===== config.mk =====
export PLATFORM = sky130hd
export DESIGN_NAME = sine_pwm_sequencer
export DESIGN_NICKNAME = d
export VERILOG_FILES = /design/src/rtl/sine_pwm_pkg.sv /design/src/rtl/sine_tick_divider.sv /design/src/rtl/sine_pwm_sequencer.sv
export SDC_FILE = /design/constraint.sdc
export NUM_CORES = 1
export LEC_CHECK = 0
export CORE_MARGIN = 1.5
export CORE_UTILIZATION = 59
export CTS_CLUSTER_SIZE = 12
export DETAILED_ROUTE_END_ITERATION = 10
export DONT_BUFFER_PORTS = 1
export PLACE_DENSITY = 0.79
export SYNTH_ARGS = -nofsm -noshare
export SYNTH_HDL_FRONTEND = slang
export SYNTH_SLANG_ARGS = --single-unit

===== constraint.sdc =====
create_clock -name clk -period 3.3 [get_ports clk]
set_clock_uncertainty 0.05 [all_clocks]
set_input_delay 0.66 -clock clk [delete_from_list [all_inputs] [get_ports clk]]
set_output_delay 0.66 -clock clk [all_outputs]
set_load 0.01 [all_outputs]

===== src/rtl/sine_pwm_pkg.sv =====
// Shared types and default sizing for the sine PWM sequencer and its helpers.
package sine_pwm_pkg;

  localparam int unsigned DefAddrW   = 6;
  localparam int unsigned DefDataW   = 32;
  localparam int unsigned DefDivW    = 16;
  localparam int unsigned TableDepth = 64;

  typedef enum logic [1:0] {
    StIdle  = 2'd0,
    StRun   = 2'd1,
    StDrain = 2'd2
  } state_e;

endpackage


===== src/rtl/sine_tick_divider.sv =====
// Programmable tick divider: counts 0..div-1 while enabled, pulses tc on terminal count.
module sine_tick_divider #(
  parameter int unsigned DIV_W = 16
) (
  input  logic             clk,
  input  logic             rst_n,
  input  logic             en,
  input  logic [DIV_W-1:0] div,
  output logic             tc
);

  localparam logic [DIV_W-1:0] One = DIV_W'(1);

  logic [DIV_W-1:0] cnt_q, cnt_d;

  // div must be non-zero; the owner clamps it.
  always_comb begin
    tc    = en && (cnt_q == (div - One));
    cnt_d = '0;
    if (en && !tc) begin
      cnt_d = cnt_q + One;
    end
  end

  always_ff @(posedge clk) begin
    if (!rst_n) begin
      cnt_q <= '0;
    end else begin
      cnt_q <= cnt_d;
    end
  end

endmodule


===== src/rtl/sine_pwm_sequencer.sv =====
// Walks the sine ROM at a programmable tick and applies samples on PWM period boundaries.
// Define SINE_PWM_CYCLE_COUNT_EN to add the saturating cycle_count output.
module sine_pwm_sequencer
  import sine_pwm_pkg::*;
#(
  parameter int unsigned ADDR_W = DefAddrW,
  parameter int unsigned DATA_W = DefDataW,
  parameter int unsigned DIV_W  = DefDivW
) (
  input  logic              clk,
  input  logic              rst_n,
  input  logic              start,
  input  logic              stop,
  input  logic [DIV_W-1:0]  div_val,
  output logic [ADDR_W-1:0] rom_addr,
  output logic              rom_en,
  input  logic [DATA_W-1:0] rom_data,
  input  logic              period_end,
  output logic [DATA_W-1:0] width_out,
  output logic              busy,
`ifdef SINE_PWM_CYCLE_COUNT_EN
  output logic [15:0]       cycle_count,
`endif
  output logic              overrun
);

  localparam logic [DIV_W-1:0]  DivOne  = DIV_W'(1);
  localparam logic [ADDR_W-1:0] AddrOne = ADDR_W'(1);
  localparam logic [ADDR_W-1:0] AddrMax = {ADDR_W{1'b1}};

  state_e              state_q, state_d;
  logic [DIV_W-1:0]    div_q, div_d;
  logic [ADDR_W-1:0]   addr_q, addr_d;
  logic                rom_en_q, rom_en_d;
  logic                pend_q, pend_d;
  logic [DATA_W-1:0]   pend_val_q, pend_val_d;
  logic [DATA_W-1:0]   width_q, width_d;
  logic                overrun_q, overrun_d;
  logic                div_en;
  logic                tc;
  logic                apply;
  logic                last_fetch;

  assign div_en = (state_q != StIdle);

  sine_tick_divider #(
    .DIV_W(DIV_W)
  ) u_tick_divider (
    .clk  (clk),
    .rst_n(rst_n),
    .en   (div_en),
    .div  (div_q),
    .tc   (tc)
  );

  always_comb begin
    state_d    = state_q;
    div_d      = div_q;
    last_fetch = rom_en_q && (addr_q == AddrMax);

    unique case (state_q)
      StIdle: begin
        if (start && !stop) begin
          state_d = StRun;
          div_d   = (div_val == '0) ? DivOne : div_val;
        end
      end
      StRun: begin
        if (stop) begin
          state_d = StDrain;
        end
      end
      StDrain: begin
        if (start) begin
          state_d = StRun;
        end else if (last_fetch) begin
          state_d = StIdle;
        end
      end
      default: state_d = StIdle;
    endcase

    // A terminal count on the drain-exit clock must not start a new fetch.
    rom_en_d = tc && (state_d != StIdle);
    addr_d   = rom_en_q ? (addr_q + AddrOne) : addr_q;

    // On a simultaneous capture and period_end the old sample is applied, so nothing is lost.
    apply      = period_end && pend_q;
    pend_d     = rom_en_q || (pend_q && !apply);
    pend_val_d = rom_en_q ? rom_data : pend_val_q;
    width_d    = apply ? pend_val_q : width_q;
    overrun_d  = overrun_q || (rom_en_q && pend_q && !period_end);
  end

  always_ff @(posedge clk) begin
    if (!rst_n) begin
      state_q    <= StIdle;
      div_q      <= DivOne;
      addr_q     <= '0;
      rom_en_q   <= 1'b0;
      pend_q     <= 1'b0;
      pend_val_q <= '0;
      width_q    <= '0;
      overrun_q  <= 1'b0;
    end else begin
      state_q    <= state_d;
      div_q      <= div_d;
      addr_q     <= addr_d;
      rom_en_q   <= rom_en_d;
      pend_q     <= pend_d;
      pend_val_q <= pend_val_d;
      width_q    <= width_d;
      overrun_q  <= overrun_d;
    end
  end

`ifdef SINE_PWM_CYCLE_COUNT_EN
  logic [15:0] cycle_cnt_q;

  always_ff @(posedge clk) begin
    if (!rst_n) begin
      cycle_cnt_q <= '0;
    end else if (last_fetch && (cycle_cnt_q != 16'hFFFF)) begin
      cycle_cnt_q <= cycle_cnt_q + 16'd1;
    end
  end

  assign cycle_count = cycle_cnt_q;
`endif

  assign rom_addr  = addr_q;
  assign rom_en    = rom_en_q;
  assign width_out = width_q;
  assign busy      = (state_q != StIdle);
  assign overrun   = overrun_q;

endmodule

==> run summary <==
post-route clock period utilization = 84.1%
Die Area = 0.00816 mm^2
CP arrival = 3.04 ns
gpl congestion = 1.01
H-tree Lvls = 3
drc violations = 0
Starting Density = 61.4%
Clock Path Buffers = 2
fin nets = 567
startpoint types = register
Synth Flop Type = dfxtp_1
Final Hold Viols = 0
Congestion Overflow GR = 0
Post-synth ARST share = 0%
status = finished clean
Final Slew Violations = 0
Pwr Total = 2.24 mW
Setup-failing EPs final = 0
largest net degree at the start of global routing = 49
diodes inserted = 0
Ys Warns = 0
dpl ws = 0.548 ns
CTS tree = yes
Setup Buffers After CTS = 0
Clock Latency Late Sink = 0.37 ns
Post-Route WL = 9.49 mm
Mapped Area = 0.00450 mm^2
initial antenna violation count = 0
headroom to the max-slew limit = 30.1%
Post-Syn Instances = 525
Clk pwr share = 34.7%
Post-Place Cells = 599
Filler cells = 629
max cap viols = 0
P&R area growth vs syn = 5.54%
most instantiated cells after synthesis = nand2_1 (118), dfxtp_1 (107), nor2_1 (61)
Design Area, Final = 0.00475 mm^2
Cell Pwr Density = 473 mW/mm^2
share of layout cells above drive strength 1 = 6.40%
Root Driver = clkbuf_8
critical path class = reg2reg
top-count cell post-synth = nand2_1
sw power = 0.567 mW
vias in the first global route = 3516
Worst IR Drop VDD = 345 uV
Total GRT Usage = 24.3%
Synth cell types = 50
first-pass GRT wire length = 16.2 mm
Worst Path Max Fanout = 17
PortBufs = 0
number of antenna-violating nets in the routed design = 0
clock sink count = 107
worst min path class = in2reg
Via density = 5.74
area of the multi-input gates = 0.00222 mm^2
DR iter-0 viols = 159
Final min period = 2.78 ns
post-CTS resize count = 0
final cell count without fillers = 615
hold-fix buffers at CTS = 0
core box area = 0.00733 mm^2
Die Width = 90.3 um
LEAKAGE = 1.74 nW
Least-Margin Pin Slew = 1.04 ns
Rows = 31
largest area contributor in the synthesized netlist = dfxtp_1
FMAX = 360 MHz
mean post-synth cell area = 8.57 um^2
DR WL/cell = 15.4 um
Comb power frac = 6.3%
Synth area leaders = dfxtp_1 (48%), nand2_1 (9.8%), mux2i_1 (7.6%)
sequential fraction of the synthesis area = 47.6%
Num CTS Buffers = 9
area post-placement = 0.00454 mm^2
Pre-Repair DR Iteration Count = 4
CP Data Required Time = 3.56 ns
final worst-path setup slack = 0.523 ns
Reg power frac = 59.0%
Yosys reg bits = 107
sw frac = 25.3%
Worst setup EP type = register
Ports = 94
syn nets = 581
Synth top area share = 47.6%
via count = 3531
Die Y = 90.3 um
Register Area = 0.00214 mm^2
RSZ-0062 raised after global routing = no
number of synthesized flops with an enable pin = 0
Int Pwr = 1.68 mW
Clock transition at path regs = 0.10 ns
HPWL after detailed placement = 6.93 mm
setup_tns = 0 ns
## state kept, by name, summed over array words and instances (netlist names)
name                  cells
pend_val_q               32
state_q                   2
div_q                    16
pend_q                    1
width_out                32
u_tick_divider.cnt_q     16
overrun                   1
rom_addr                  6
rom_en                    1
## power groups by stage
| stage | logic, mW | clock network [mW] | registers, mW |
|---|---|---|---|
| 4_1_cts | 0.140 | 0.804 | 1.32 |
| 2_1_floorplan | 0.120 | 0 | 1.35 |
| 6_report | 0.141 | 0.779 | 1.32 |
| 3_5_place_dp | 0.140 | 0 | 1.35 |
| 3_3_place_gp | 0.135 | 0 | 1.35 |
| 5_1_grt | 0.154 | 0.863 | 1.33 |
## critical path, cell delays in order (launching register included)
cell	delay, ns
dfxtp_1	0.45
inv_1	0.07
ha_1	0.26
o21ba_2	0.21
a221oi_1	0.32
a31oi_1	0.09
or4_4	0.56
a2111oi_4	0.27
buf_4	0.27
o211a_1	0.16
## logic make-up (layout without fill, tap and decap cells)
family          Yosys count  count (layout)  synth area share (%)
buf+inv                  34              25                  3.03
mux                      34              34                  7.57
xor+xnor                 35              35                  7.12
flops                   107             107                  47.6
simple gates            239             239                  24.0
compound gates           73              73                  9.82
fa+ha+maj                 3               3                 0.835
## stage by stage
stage / hold WS (ns) / util (%)
detailed placement: 0.395 / 62.0
CTS: 0.310 / 64.8
global route: 0.320 / 64.8
finish: 0.334 / 64.8
floorplan: 0.381 / -
global placement: 0.385 / 62.0
## layer usage
layer  global-route usage, %  wire length, um  up-vias
li1                        -                -     1738
met1                    27.9             3830     1649
met2                    41.8             4640      120
met3                    8.84              791       24
met4                    7.94              223        0
met5                       0                0        -
## cells in the final DEF, fill, tap and decap left out, drive strengths merged, types with 3 or more instances in the layout
master / count
or4: 4
nor3b: 3
inv: 7
and3: 13
ha: 3
xor2: 19
nand3: 6
nor2: 61
nand2b: 4
nand2: 118
o21ai: 3
clkinv: 3
buf: 5
xnor2: 15
nor3: 4
clkbuf: 10
dfxtp: 107
mux2i: 34
nand4: 5
a21oi: 53
nor4: 6
a31oi: 3
## final cells by class
| cell class | count | share of cell area, % |
|---|---|---|
| clock inverter | 6 | 1.37 |
| sequential | 107 | 45.2 |
| clock buffer | 10 | 2.90 |
| tap | 99 | 2.61 |
| timing repair buffer | 5 | 0.791 |
| inverter | 4 | 0.316 |
| multi-input combinational | 384 | 46.9 |
## final timing paths
path	from	end	slack (ns)	cells past startpoint
max reg2reg	div_q[0]$_SDFFE_PN1P_	rom_en$_SDFF_PN0_	0.52	9
max	div_q[0]$_SDFFE_PN1P_	rom_en$_SDFF_PN0_	0.52	9
min reg2reg	pend_val_q[5]$_SDFFE_PN0P_	width_out[5]$_SDFFE_PN0P_	0.41	2
min	rst_n	div_q[0]$_SDFFE_PN1P_	0.33	1
Note: power is estimated with default switching activity, not from simulation.
